### src/rtl/reg_file_ctrl.sv
// Register-file initiator driven by a UART byte stream: decodes write/read
// frames, issues single-cycle WrEn/RdEn strobes and forwards read data to TX.
module reg_file_ctrl #(
    parameter int                    DATA_WIDTH = 8,
    parameter int                    ADDR_WIDTH = 4,
    parameter logic [DATA_WIDTH-1:0] WR_CMD     = 8'hAA,
    parameter logic [DATA_WIDTH-1:0] RD_CMD     = 8'hBB,
    parameter int                    TIMEOUT    = 8
) (
    input  logic                  clk,
    input  logic                  RST,
    input  logic [DATA_WIDTH-1:0] RX_P_DATA,
    input  logic                  RX_D_VLD,
    input  logic [DATA_WIDTH-1:0] RdData,
    input  logic                  RdData_Valid,
    input  logic                  TX_Busy,
    output logic                  WrEn,
    output logic                  RdEn,
    output logic [ADDR_WIDTH-1:0] Address,
    output logic [DATA_WIDTH-1:0] WrData,
    output logic [DATA_WIDTH-1:0] TX_P_DATA,
    output logic                  TX_D_VLD,
    output logic                  CMD_ERR
);

    localparam int CW = (TIMEOUT < 2) ? 1 : $clog2(TIMEOUT);

    typedef enum logic [2:0] {IDLE, WR_ADDR, WR_DATA, RD_ADDR, RD_WAIT, TX_WAIT} state_t;

    state_t        state, next_state;
    logic [CW-1:0] cnt;
    logic          timeout_hit;

    logic wr_en_d, rd_en_d, tx_vld_d, err_d;
    logic addr_ld, wdata_ld, tdata_ld, cnt_clr, cnt_inc;

    // Counter is cleared on the address edge, so the last wait edge sees TIMEOUT-1.
    assign timeout_hit = (cnt == CW'(TIMEOUT - 1));

    always_ff @(posedge clk or negedge RST) begin
        if (!RST) state <= IDLE;
        else      state <= next_state;
    end

    always_comb begin
        next_state = state;
        case (state)
            IDLE: if (RX_D_VLD) begin
                if (RX_P_DATA == WR_CMD)      next_state = WR_ADDR;
                else if (RX_P_DATA == RD_CMD) next_state = RD_ADDR;
            end
            WR_ADDR: if (RX_D_VLD) next_state = WR_DATA;
            WR_DATA: if (RX_D_VLD) next_state = IDLE;
            RD_ADDR: if (RX_D_VLD) next_state = RD_WAIT;
            RD_WAIT: begin
                if (RdData_Valid)     next_state = TX_WAIT;
                else if (timeout_hit) next_state = IDLE;
            end
            TX_WAIT: if (!TX_Busy) next_state = IDLE;
            default: next_state = IDLE;
        endcase
    end

    always_comb begin
        wr_en_d  = 1'b0;
        rd_en_d  = 1'b0;
        tx_vld_d = 1'b0;
        err_d    = 1'b0;
        addr_ld  = 1'b0;
        wdata_ld = 1'b0;
        tdata_ld = 1'b0;
        cnt_clr  = 1'b0;
        cnt_inc  = 1'b0;
        case (state)
            IDLE:    err_d = RX_D_VLD && (RX_P_DATA != WR_CMD) && (RX_P_DATA != RD_CMD);
            WR_ADDR: addr_ld = RX_D_VLD;
            WR_DATA: begin
                wdata_ld = RX_D_VLD;
                wr_en_d  = RX_D_VLD;
            end
            RD_ADDR: begin
                addr_ld = RX_D_VLD;
                rd_en_d = RX_D_VLD;
                cnt_clr = RX_D_VLD;
            end
            RD_WAIT: begin
                if (RdData_Valid)     tdata_ld = 1'b1;
                else if (timeout_hit) err_d    = 1'b1;
                else                  cnt_inc  = 1'b1;
            end
            TX_WAIT: tx_vld_d = !TX_Busy;
            default: ;
        endcase
    end

    // Strobes are pulses; Address/WrData/TX_P_DATA hold until reloaded.
    always_ff @(posedge clk or negedge RST) begin
        if (!RST) begin
            WrEn      <= 1'b0;
            RdEn      <= 1'b0;
            TX_D_VLD  <= 1'b0;
            CMD_ERR   <= 1'b0;
            Address   <= '0;
            WrData    <= '0;
            TX_P_DATA <= '0;
            cnt       <= '0;
        end else begin
            WrEn     <= wr_en_d;
            RdEn     <= rd_en_d;
            TX_D_VLD <= tx_vld_d;
            CMD_ERR  <= err_d;
            if (addr_ld)  Address   <= RX_P_DATA[ADDR_WIDTH-1:0];
            if (wdata_ld) WrData    <= RX_P_DATA;
            if (tdata_ld) TX_P_DATA <= RdData;
            if (cnt_clr)      cnt <= '0;
            else if (cnt_inc) cnt <= cnt + 1'b1;
        end
    end

endmodule
### config.mk
export PLATFORM = sky130hd
export DESIGN_NAME = reg_file_ctrl
export DESIGN_NICKNAME = d
export VERILOG_FILES = /design/src/rtl/reg_file_ctrl.sv
export SDC_FILE = /design/constraint.sdc
export NUM_CORES = 1
export LEC_CHECK = 0
export ABC_AREA = 1
export CAP_MARGIN = 20
export CORE_AREA = 2 2 48 84
export CTS_CLUSTER_DIAMETER = 200
export DETAILED_ROUTE_END_ITERATION = 10
export DIE_AREA = 0 0 50 86
export GPL_ROUTABILITY_DRIVEN = 0
export PLACE_DENSITY = 0.71
export SETUP_SLACK_MARGIN = 0.4
export SLEW_MARGIN = 20
export SYNTH_ARGS = -nofsm -noshare
export SYNTH_HDL_FRONTEND = slang
export SYNTH_SLANG_ARGS = --single-unit
### constraint.sdc
create_clock -name clk -period 1.4 [get_ports clk]
set_clock_uncertainty 0.15 [all_clocks]
set_input_delay 0.21 -clock clk [delete_from_list [all_inputs] [get_ports clk]]
set_output_delay 0.21 -clock clk [all_outputs]
set_load 0.03 [all_outputs]
==> results.txt <==
Outcome: finished, violations left
Violations in the final reports: setup timing
Clock insertion delay at the later pin of the skew report: 280 ps
Antenna violations before repair: 0
Die Span X: 50 µm
Clock Root Buffer: clkbuf_8
Placeable core region: 3592 µm²
Area growth syn-to-layout: 84.91%
Half-perimeter wire length after placement: 2.301 mm
Power Density: 2119 nW/µm²
DIE AREA: 4300 µm²
Worst min-delay path category: input pin to asynchronous set/reset pin
Final count of negative-setup-slack endpoints: 6
Cells traversed along the worst timing path: ha_2 -> ha_4 -> inv_2 -> nand2_2 -> nor2_4 -> nor2_4 -> nand2_2 -> nand2_1 -> nand2_1
Vias: 1,343
Layout cells sized above 1: 49.40%
Deepest clock path buffer count: 2
Number of rows created at floorplan: 29
Internal cell power: 3.272 mW
Power dissipated by switching net loads: 2.184 mW
Max Clk Rate: 0.6788 GHz
Shortest period the worst path allows: 1473 ps
Number of nets in the layout: 274
Headroom to the max-slew limit: 85.43%
Overall Power: 5.456 mW
Total global routing overflow: 0
Number of nets produced by synthesis: 183
Cell Area, Synth: 1393 µm²
Flop and latch count out of synthesis: 30
Top library cells by usage in the layout, fill and taps aside: nand2_1 (46), buf_4 (35), buf_6 (28), dfrtp_1 (27), clkdlybuf4s50_1 (20)
Type of the setup path with the least slack: register to register
Count of unique library cells instantiated by Yosys: 23
Synth Warn #: 0
Required time of the worst setup path: 1470 ps
TritonCTS clock tree: built
Clock transition at the registers of the reported paths: 60 ps
# DRC: 0
Maximum number of pins on one net before global-route repair: 31
WP data arrival: 1540 ps
Total wirelength of the detailed-routed design: 3.817 mm
Worst hold-check slack: 139.2 ps
Via count of the first global-routing pass: 1,360
Maximum resistive drop on vdd: 0.001685 V
WL/cell: 12.85 µm
Die Height: 86 µm
CTS sink count: 30
Worst Setup End Kind: register
Average instance area after synthesis: 8.704 µm²
Boundary Pins: 45
Count of buffers from port buffering: 44
Worst-path cell with the longest stage delay: dfrtp_1
Most common library cell in the layout ignoring fill and taps: nand2_1
Starting density of the core: 38.77%
Share of total power in combinational logic: 55.8%
Layout Cells excl Fill: 297
Top fanout value on the critical path: 5
TritonCTS buffer count: 5
Power share of the sequential group: 28.1%
Global-route usage over all layers: 19.33%
Fin crit share: 105.2%
First-pass GRT wire length: 6.223 mm
Final standard cell utilization of the core: 71.68%
Crit start category: register
Post-Place Worst Slack: -142.8 ps
Number of hold-slack violations in the final timing report: 0
Reported leakage power: 1.312 nW
Cell count after synthesis: 160
Unrepaired setup endpoints after global routing: yes
Min setup slack post-route: -73.24 ps
Switching power share of the total: 40.04%
Highest cell delay on the worst timing path: 380 ps
Via count normalized by instance count: 4.522
Share of power burned in the clock network: 16.1%
Slew @ Worst Pin: 218.5 ps
Deepest level of the CTS H-tree: 2
Final Max Tran Viols: 0
Initial DRC Count: 18
Placed instance count: 265
1st-pass router iterations: 4
Number of inserted diodes: 0
Maximum Capacitance Violations: 0
Sequential-to-total area share from yosys stat: 53.91%
Final antenna-violating net count: 0
-- worst paths after layout --
kind	start	to	slack, ps	cells past startpoint
setup / recovery	cnt[1]$_DFFE_PN0P_	state[2]$_DFFE_PN0P_	-70	9
hold / removal	RST	WrData[4]$_DFFE_PN0P_	140	2
setup reg to reg	cnt[1]$_DFFE_PN0P_	state[2]$_DFFE_PN0P_	-70	9
hold reg to reg	TX_P_DATA[0]$_DFFE_PN0P_	TX_P_DATA[0]$_DFFE_PN0P_	350	2
max in group asynchronous	RST	state[0]$_DFFE_PN0P_	780	2
min in group clk	RdData[6]	TX_P_DATA[6]$_DFFE_PN0P_	330	3
-- synth_stat cells, drive strengths merged --
cell   instances  area (µm²)
nor4           1       6.260
nand4          1       6.260
nand2         62       247.7
dfrtp         30       750.7
inv           19       73.82
ha             2       25.02
o21ai         12       82.57
nand3         17       90.09
buf            3       27.52
a21oi          1       5.000
nor2           9       53.80
xnor2          1       8.760
nor3           2       15.01
-- flip-flops by register name, summed over array words and instances, names as in the netlist --
| register | cells |
|---|---|
| cnt | 3 |
| CMD_ERR | 1 |
| WrData | 8 |
| WrEn | 1 |
| TX_P_DATA | 8 |
| RdEn | 1 |
| state | 3 |
| Address | 4 |
| TX_D_VLD | 1 |
-- kinds of logic (layout without fill, tap and decap cells) --
kind of cell | Yosys count | after routing | synth area share (%)
xor gates and xnor gates | 1 | 1 | 0.6290
DFF | 30 | 30 | 53.91
adders and majority gates | 2 | 2 | 1.797
buffers and inverters | 22 | 113 | 7.277
and+or+nand+nor | 92 | 92 | 30.10
AOI/OAI and AO/OA | 13 | 13 | 6.288
-- per-stage QoR --
stage / TNS [ps] / instance area, µm²
after floorplan: 0 / 1413
final: -370.2 / 2575
after global routing: -830.3 / 2575
after global placement: -760.5 / 2033
after detailed placement: -971.4 / 2033
after CTS: -424.5 / 2429
-- power groups by stage --
stage	logic [mW]	clock network, mW	registers (mW)
floorplan	0.701	0	2.00
global placement	2.10	0	1.45
detailed placement	2.12	0	1.46
CTS	2.66	0.903	1.58
global route	3.25	0.948	1.57
finish	3.04	0.879	1.53
-- final cells by class --
cell class / instances / area, µm²
tap: 46 / 57.56
clock inverter: 1 / 30.03
fill: 248 / 1017
timing repair buffer: 87 / 863.3
clock buffer: 6 / 82.58
sequential: 30 / 754.5
multi-input combinational: 108 / 695.7
inverter: 19 / 91.34
-- repair_timing --
| action | 4_1_cts | 5_1_grt |
|---|---|---|
| setup endpoints to repair | 54 | 54 |
| gates resized for setup | 156 | 10 |
| buffers inserted | 8 | 16 |
| gates cloned | 1 | 0 |
| hold buffers | 0 | 0 |
| pin swaps | 10 | 14 |
-- worst max-delay path: cells and delay by family, from the launching register on --
family / cells / cell delay [ps]
AND/OR/NAND/NOR: 6 / 480
buffers and inverters: 1 / 40
flip-flops: 1 / 380
adder cells (fa/ha/maj): 2 / 360
-- per-layer routing --
layer	track usage (%)	vias to the layer above	wire length [µm]	part of all wire, %
li1	-	680	-	-
met1	19.34	619	1365	36
met2	36.00	38	2231	58
met3	3.310	6	134	3.5
met4	11.11	0	86	2.3
met5	0	-	0	0
(Power assumes the default switching activity.)
